--- config.mk ---
export PLATFORM = sky130hd
export DESIGN_NAME = serial_subtractor
export DESIGN_NICKNAME = d
export VERILOG_FILES = /design/src/rtl/serial_subtractor.sv
export SDC_FILE = /design/constraint.sdc
export NUM_CORES = 1
export LEC_CHECK = 0
export ABC_AREA = 1
export ABC_CLOCK_PERIOD_IN_PS = 2820
export BUFFER_PORTS_ARGS = -buffer_cell sky130_fd_sc_hd__buf_2
export CORE_ASPECT_RATIO = 0.7
export CORE_UTILIZATION = 35
export DETAILED_ROUTE_END_ITERATION = 16
export SYNTH_ARGS = -nofsm -noshare
export SYNTH_HDL_FRONTEND = slang
export SYNTH_SLANG_ARGS = --single-unit
--- constraint.sdc ---
create_clock -name clk -period 2.82 [get_ports clk]
set_clock_uncertainty 0.1 [all_clocks]
set_input_delay 0.564 -clock clk [delete_from_list [all_inputs] [get_ports clk]]
set_output_delay 0.564 -clock clk [all_outputs]
set_load 0.005 [all_outputs]
--- src/rtl/serial_subtractor.sv ---
// ============================================================================
// Module   : serial_subtractor
// Brief    : Bit-serial two's-complement subtractor (diff = a - b), LSB first,
//            start/done handshake. Optional zero/negative flags under the
//            SERIAL_SUB_FLAGS_EN macro.
// Revision : 1.0 - initial release
// ============================================================================
`default_nettype none

module serial_subtractor #(
    parameter int WIDTH = 32
) (
    input  logic             clk,
    input  logic             rst_n,
    input  logic             start,
    input  logic [WIDTH-1:0] a,
    input  logic [WIDTH-1:0] b,
    output logic             busy,
    output logic             done,
    output logic [WIDTH-1:0] diff,
    output logic             borrow_out,
`ifdef SERIAL_SUB_FLAGS_EN
    output logic             zero,
    output logic             negative,
`endif
    output logic             overflow
);

    localparam int c_CNT_W = (WIDTH > 1) ? $clog2(WIDTH) : 1;
    localparam logic [c_CNT_W-1:0] c_LAST = c_CNT_W'(WIDTH - 1);

    typedef enum logic [1:0] {
        S_IDLE = 2'd0,
        S_RUN  = 2'd1,
        S_DONE = 2'd2
    } state_t;

    state_t               r_state;
    logic [WIDTH-1:0]     r_sa;
    logic [WIDTH-1:0]     r_sb;
    logic [WIDTH-2:0]     r_res;
    logic [c_CNT_W-1:0]   r_cnt;
    logic                 r_bw;
    logic                 r_a_msb;
    logic                 r_b_msb;
    logic                 r_nz;

    logic                 w_d;
    logic                 w_bw_next;
    logic [WIDTH-1:0]     w_res_next;

    // Single full-subtractor cell operating on the current LSBs.
    assign w_d        = r_sa[0] ^ r_sb[0] ^ r_bw;
    assign w_bw_next  = (~r_sa[0] & r_sb[0]) | (~(r_sa[0] ^ r_sb[0]) & r_bw);
    assign w_res_next = {w_d, r_res};

    always_ff @(posedge clk or negedge rst_n) begin
        if (!rst_n) begin
            r_state    <= S_IDLE;
            r_sa       <= '0;
            r_sb       <= '0;
            r_res      <= '0;
            r_cnt      <= '0;
            r_bw       <= 1'b0;
            r_a_msb    <= 1'b0;
            r_b_msb    <= 1'b0;
            r_nz       <= 1'b0;
            busy       <= 1'b0;
            done       <= 1'b0;
            diff       <= '0;
            borrow_out <= 1'b0;
            overflow   <= 1'b0;
`ifdef SERIAL_SUB_FLAGS_EN
            zero       <= 1'b0;
            negative   <= 1'b0;
`endif
        end else begin
            case (r_state)
                S_IDLE: begin
                    done <= 1'b0;
                    if (start) begin
                        r_sa    <= a;
                        r_sb    <= b;
                        r_a_msb <= a[WIDTH-1];
                        r_b_msb <= b[WIDTH-1];
                        r_bw    <= 1'b0;
                        r_cnt   <= '0;
                        r_nz    <= 1'b0;
                        busy    <= 1'b1;
                        r_state <= S_RUN;
                    end
                end
                S_RUN: begin
                    r_sa  <= r_sa >> 1;
                    r_sb  <= r_sb >> 1;
                    r_bw  <= w_bw_next;
                    r_res <= w_res_next[WIDTH-1:1];
                    r_nz  <= r_nz | w_d;
                    if (r_cnt == c_LAST) begin
                        // The last computed bit is the result MSB, so the
                        // flags use w_d directly rather than waiting a cycle.
                        r_state    <= S_DONE;
                        busy       <= 1'b0;
                        done       <= 1'b1;
                        diff       <= w_res_next;
                        borrow_out <= w_bw_next;
                        overflow   <= (r_a_msb != r_b_msb) & (w_d != r_a_msb);
`ifdef SERIAL_SUB_FLAGS_EN
                        zero       <= ~(r_nz | w_d);
                        negative   <= w_d;
`endif
                    end else begin
                        r_cnt <= r_cnt + 1'b1;
                    end
                end
                S_DONE: begin
                    done    <= 1'b0;
                    r_state <= S_IDLE;
                end
                default: begin
                    busy    <= 1'b0;
                    done    <= 1'b0;
                    r_state <= S_IDLE;
                end
            endcase
        end
    end

endmodule

`default_nettype wire

Yosys cells after proc, flatten, opt, wreduce, memory -nomap -nowiden
Cells that the tools add are included.

Div/mod/pow operators: 0. Bitwise logic cells: 9. Mux-type cells: 17. Equality and inequality tests: 8. Shifts and indexed selects: 0. Add/subtract/negate cells: 1. Reduce and logical (&&, ||, !) cells: 8. Order comparisons: 0. Multiply operators: 0.

Operators by type and width (number): 32-bit one-hot mux with 2 select lines (2); 32-bit 2-to-1 mux (2); 5-bit 2-to-1 mux (2); 5-bit one-hot mux with 2 select lines (1); 2-bit AND reduction (4); 2-bit != test (second input constant) (3); 3-bit AND reduction (2); 5-bit by 1-bit adder with 5-bit output (second input constant) (1); 5-bit equality test (second input constant) (1); 1-bit 2-to-1 mux (5); 2-bit 2-to-1 mux (2); 2-bit one-hot mux with 2 select lines (1); 1-bit AND (3); 1-bit inverter (3); 1-bit one-hot mux with 3 select lines (1); 2-bit by 1-bit equality test with 1-bit output (second input constant) (1); 2-bit equality test (second input constant) (1); 2-bit logical NOT (1); 1-bit != test (2); 1-bit one-hot mux with 2 select lines (1); 2-bit nonzero test (1); 1-bit bitwise XOR (2); 1-bit OR (1).

Flip-flop bits (word level): 141. Bits in writable memories: 0. ROM bits: 0. Input port bits: 67. Latch bits: 0. Output and inout port bits: 36. Memories kept: 0.

Depth between registers and ports, before layout
Word-level depth: 5. Gate-level depth with buffers: 11. Gate-level depth less buffers: 10.

Worst setup path after synthesis
No wires, ideal clock.

Path type: flip-flop to flip-flop. Start point: register r_cnt[1]. End point: register borrow_out. Path slack: 1163 ps. Setup time: 118 ps. Buffers on the path: 2. Clock period less this slack: 1657 ps. Arrival: 1438 ps. Cell stages (with the launch flop): 12. Cells stage by stage: dfrtp_1 -> ha_1 -> nand2_1 -> nor2_1 -> ha_1 -> inv_1 -> nor2_4 -> inv_2 -> buf_6 -> buf_6 -> nand2_1 -> o21ai_2.

Word-level cells in the longest chain between the ends: 2.

Ends and longest elaborated chain: from (decl) (RTL line 42) `logic [c_CNT_W-1:0] r_cnt;`; from (signal assigned) (RTL line 113) `r_cnt <= r_cnt + 1'b1;`; 5-bit equality test (RTL line 99) `if (r_cnt == c_LAST) begin`; 2-bit AND reduction (no source line); to (signal assigned) (RTL line 106) `borrow_out <= w_bw_next;`; to (decl) (RTL line 21) `output logic borrow_out,`.

Every way passes these cells. A chain may end at the register's enable or synchronous reset.

Worst setup path after layout
Start point: register r_cnt[1]. End point: register diff[19].

Word-level cells in the longest chain between the ends: 2.

Ends and longest elaborated chain: 5-bit equality test (RTL line 99); 2-bit AND reduction (no source line); to (signal assigned) (RTL line 105) `diff <= w_res_next;`; to (decl) (RTL line 20) `output logic [WIDTH-1:0] diff,`.

Every way passes these cells.

==> load_flow_metrics.sql <==
INSERT INTO impl_metrics (metric_group, metric, value, unit) VALUES
('layout', 'final.fill_count', '1676', ''),
('pwr', 'share_clk_of_total_power', '28.1', '%'),
('grt', 'grt_first_pass_wirelength', '22000', 'um'),
('timing', 'min_period', '2.00', 'ns'),
('clock_network', 'cts.repair.resized', '0', ''),
('floorplan', 'horizontal_die_dimension', '157', 'um'),
('synthesis', 'synth_seq_area_share', '60.0', '%'),
('drt', 'via_per_inst', '4.61', ''),
('clock_network', 'clock_path_buffers', '2', ''),
('synthesis', 'synth_enable_flop_cells', '0', ''),
('grt', 'globalRouteTotalUtil', '16.2', '%'),
('layout', 'multi_input_comb_area', '1960', 'um^2'),
('placed_design', 'place_worst_setup_slack', '0.828', 'ns'),
('grt', 'grt_pass1_vias', '4438', ''),
('pwr', 'pwr-share-comb', '30.3', '%'),
('layout', 'final_net_count', '814', ''),
('setup_path', 'critPathKind', 'reg -> reg', ''),
('clock_network', 'clock_network_latency_to_the_later_pin_of_the_worst_skew_pair', '0.41', 'ns'),
('pwr', 'internal-power', '0.00519', 'W'),
('synthesis', 'synth_async_sr_flop_share', '100', '%'),
('layout', 'drive_above_1_share', '21.2', '%'),
('timing', 'setup_viol', '0', ''),
('clock_network', 'cts-htree-levels', '4', ''),
('status', 'status', 'finished, final reports clean', ''),
('floorplan', 'initial_core_util', '36.0', '%'),
('clock_network', 'post-cts-setup-buffers', '0', ''),
('synthesis', 'netlist_instances', '653', ''),
('clock_network', 'cts_tree', 'done', ''),
('synthesis', 'synth_area_leaders', 'dfrtp_1, nand2_1, o21ai_0, a21oi_1, nor2_1', ''),
('placed_design', 'dp.final_hpwl', '8110', 'um'),
('synthesis', 'yosysTopAreaCell', 'dfrtp_1', ''),
('setup_path', 'crit_path_start_kind', 'flop', ''),
('floorplan', 'full_die_area', '17300', 'um^2'),
('drt', 'initialDrtViolationCount', '204', ''),
('synthesis', 'total_standard_cell_area_after_synthesis', '5880', 'um^2'),
('drt', 'route.antenna.remaining_nets', '0', ''),
('layout', 'most_common_library_cell_in_the_layout_ignoring_fill_and_taps', 'nand2_1', ''),
('drt', 'first_pass_iters', '4', ''),
('clock_network', 'root_buffer', 'clkbuf_16', ''),
('setup_path', 'worstPathArrival', '2.24', 'ns'),
('drt', 'routed_wirelength', '12700', 'um'),
('grt', 'antenna_found_initial', '0', ''),
('layout', 'most_frequent_cells_in_the_layout', 'nand2_1, dfrtp_1, buf_2', ''),
('clock_network', 'cts.hold.buffers_added', '0', ''),
('placed_design', 'io_buffer_count', '102', ''),
('drt', 'route.detailed.wl_per_inst', '13.0', 'um'),
('placed_design', 'globalplace.congestion', '0.753', ''),
('pwr', 'irDropWorstVdd', '0.000456', 'V'),
('floorplan', 'die-height', '110', 'um'),
('timing', 'worst_hold_margin', '0.0123', 'ns'),
('pwr', 'total_leakage_power', '3.51', 'nW'),
('floorplan', 'row_count', '39', ''),
('clock_network', 'tritoncts.num_buffers', '17', ''),
('clock_network', 'clock-sinks', '141', ''),
('pwr', 'total_switching_power', '0.00272', 'W'),
('synthesis', 'syn-num-nets', '723', ''),
('synthesis', 'synth_top_cell_area_share', '60.0', '%'),
('floorplan', 'io-pin-count', '103', ''),
('flow_run', 'timing.max_cap.violations', '0', ''),
('layout', 'fin_util', '44.0', '%'),
('drt', 'route.vias.total', '4527', ''),
('layout', 'area_delta_synth_final', '22.4', '%'),
('synthesis', 'postSynthAreaPerCell', '9.00', 'um^2'),
('timing', 'timing_worst_slew_pin_value', '0.701', 'ns'),
('pwr', 'p_seq_share', '41.6', '%'),
('timing', 'max-slew-margin-rel', '53.3', '%'),
('pwr', 'switching_share', '34.4', '%'),
('timing', 'slew_viol_final', '0', ''),
('drt', 'detail_route.drc_violations', '0', ''),
('timing', 'rsz0062_at_grt', 'no', ''),
('synthesis', 'yosys_warnings', '0', '');
==> worst paths after layout <==
| kind | slack [ns] | from | to | cells past startpoint |
|---|---|---|---|---|
| setup / recovery | 0.82 | r_cnt[1] | diff[19] | 10 |
| hold / removal | 0.01 | rst_n | r_sb[5] | 1 |
| setup reg to reg | 0.82 | r_cnt[1] | diff[19] | 10 |
| hold reg to reg | 0.37 | diff[0] | diff[0] | 2 |
| max in group asynchronous | 1.97 | rst_n | r_res[7] | 2 |
| min in group clk | 0.28 | b[31] | r_sb[31] | 3 |
==> kinds of logic (layout without fill, tap and decap cells) <==
kind of cell,after synthesis,in the layout,share of synthesized area [%]
flops,141,141,60.0
simple gates,228,228,15.2
buf+inv,85,188,6.69
fa+ha+maj,3,3,0.766
compound gates,196,196,17.4
==> synth_stat cells (2+ instances only) <==
master      n
o21ai_2    10
ha_1        2
a21oi_1    64
clkbuf_1   10
inv_1      42
o21ai_0    95
o21ai_1    26
nor2_1     69
inv_2       3
dfrtp_1   141
buf_2      23
nand2_1   148
buf_6       5
buf_4       2
nand2_4     2
nand3_1     7
==> power by group through the flow <==
stage          combinational [W]  sequential (W)  clock (W)
2_1_floorplan            0.00179         0.00323          0
3_3_place_gp             0.00239         0.00330          0
3_5_place_dp             0.00244         0.00330          0
4_1_cts                  0.00245         0.00329    0.00229
5_1_grt                  0.00283         0.00339    0.00237
6_report                 0.00239         0.00329    0.00222
==> layer usage <==
layer  GRT usage (%)  vias up  routed length [um]
li1                -     2297                   -
met1            24.0     2149                6710
met2            22.7       65                5440
met3            3.81       16                 414
met4            6.27        0                 176
met5               0        -                   0
==> sequential cells by signal, summed over array words and instances (netlist names) <==
register	count
r_bw	1
borrow_out	1
overflow	1
r_sb	32
r_res	31
r_a_msb	1
r_sa	32
r_cnt	5
done	1
busy	1
r_state	2
diff	32
r_b_msb	1
==> layout make-up <==
class                           count  share of cell area [%]
Tap cell                          225                    3.91
Sequential cell                   141                    49.1
Clock inverter                     13                    2.07
Inverter                           45                    2.35
Multi-Input combinational cell    427                    27.2
Timing Repair Buffer              112                    9.27
Clock buffer                       18                    6.11
==> worst max-delay path: stages, from the launching register on <==
cell and delay (ns):
dfrtp_1 0.40, ha_1 0.20, nand2_1 0.08, nor2_1 0.04
ha_1 0.20, inv_1 0.14, nor2_4 0.07, inv_2 0.33
buf_12 0.23, nand2_1 0.08, o21ai_2 0.06
==> metrics by stage <==
step	power [W]	instances
after floorplan	0.00502	653
after global placement	0.00569	950
after detailed placement	0.00574	950
after CTS	0.00802	981
after global routing	0.00859	981
final	0.00791	981
Note: power is estimated with default switching activity, not from simulation.
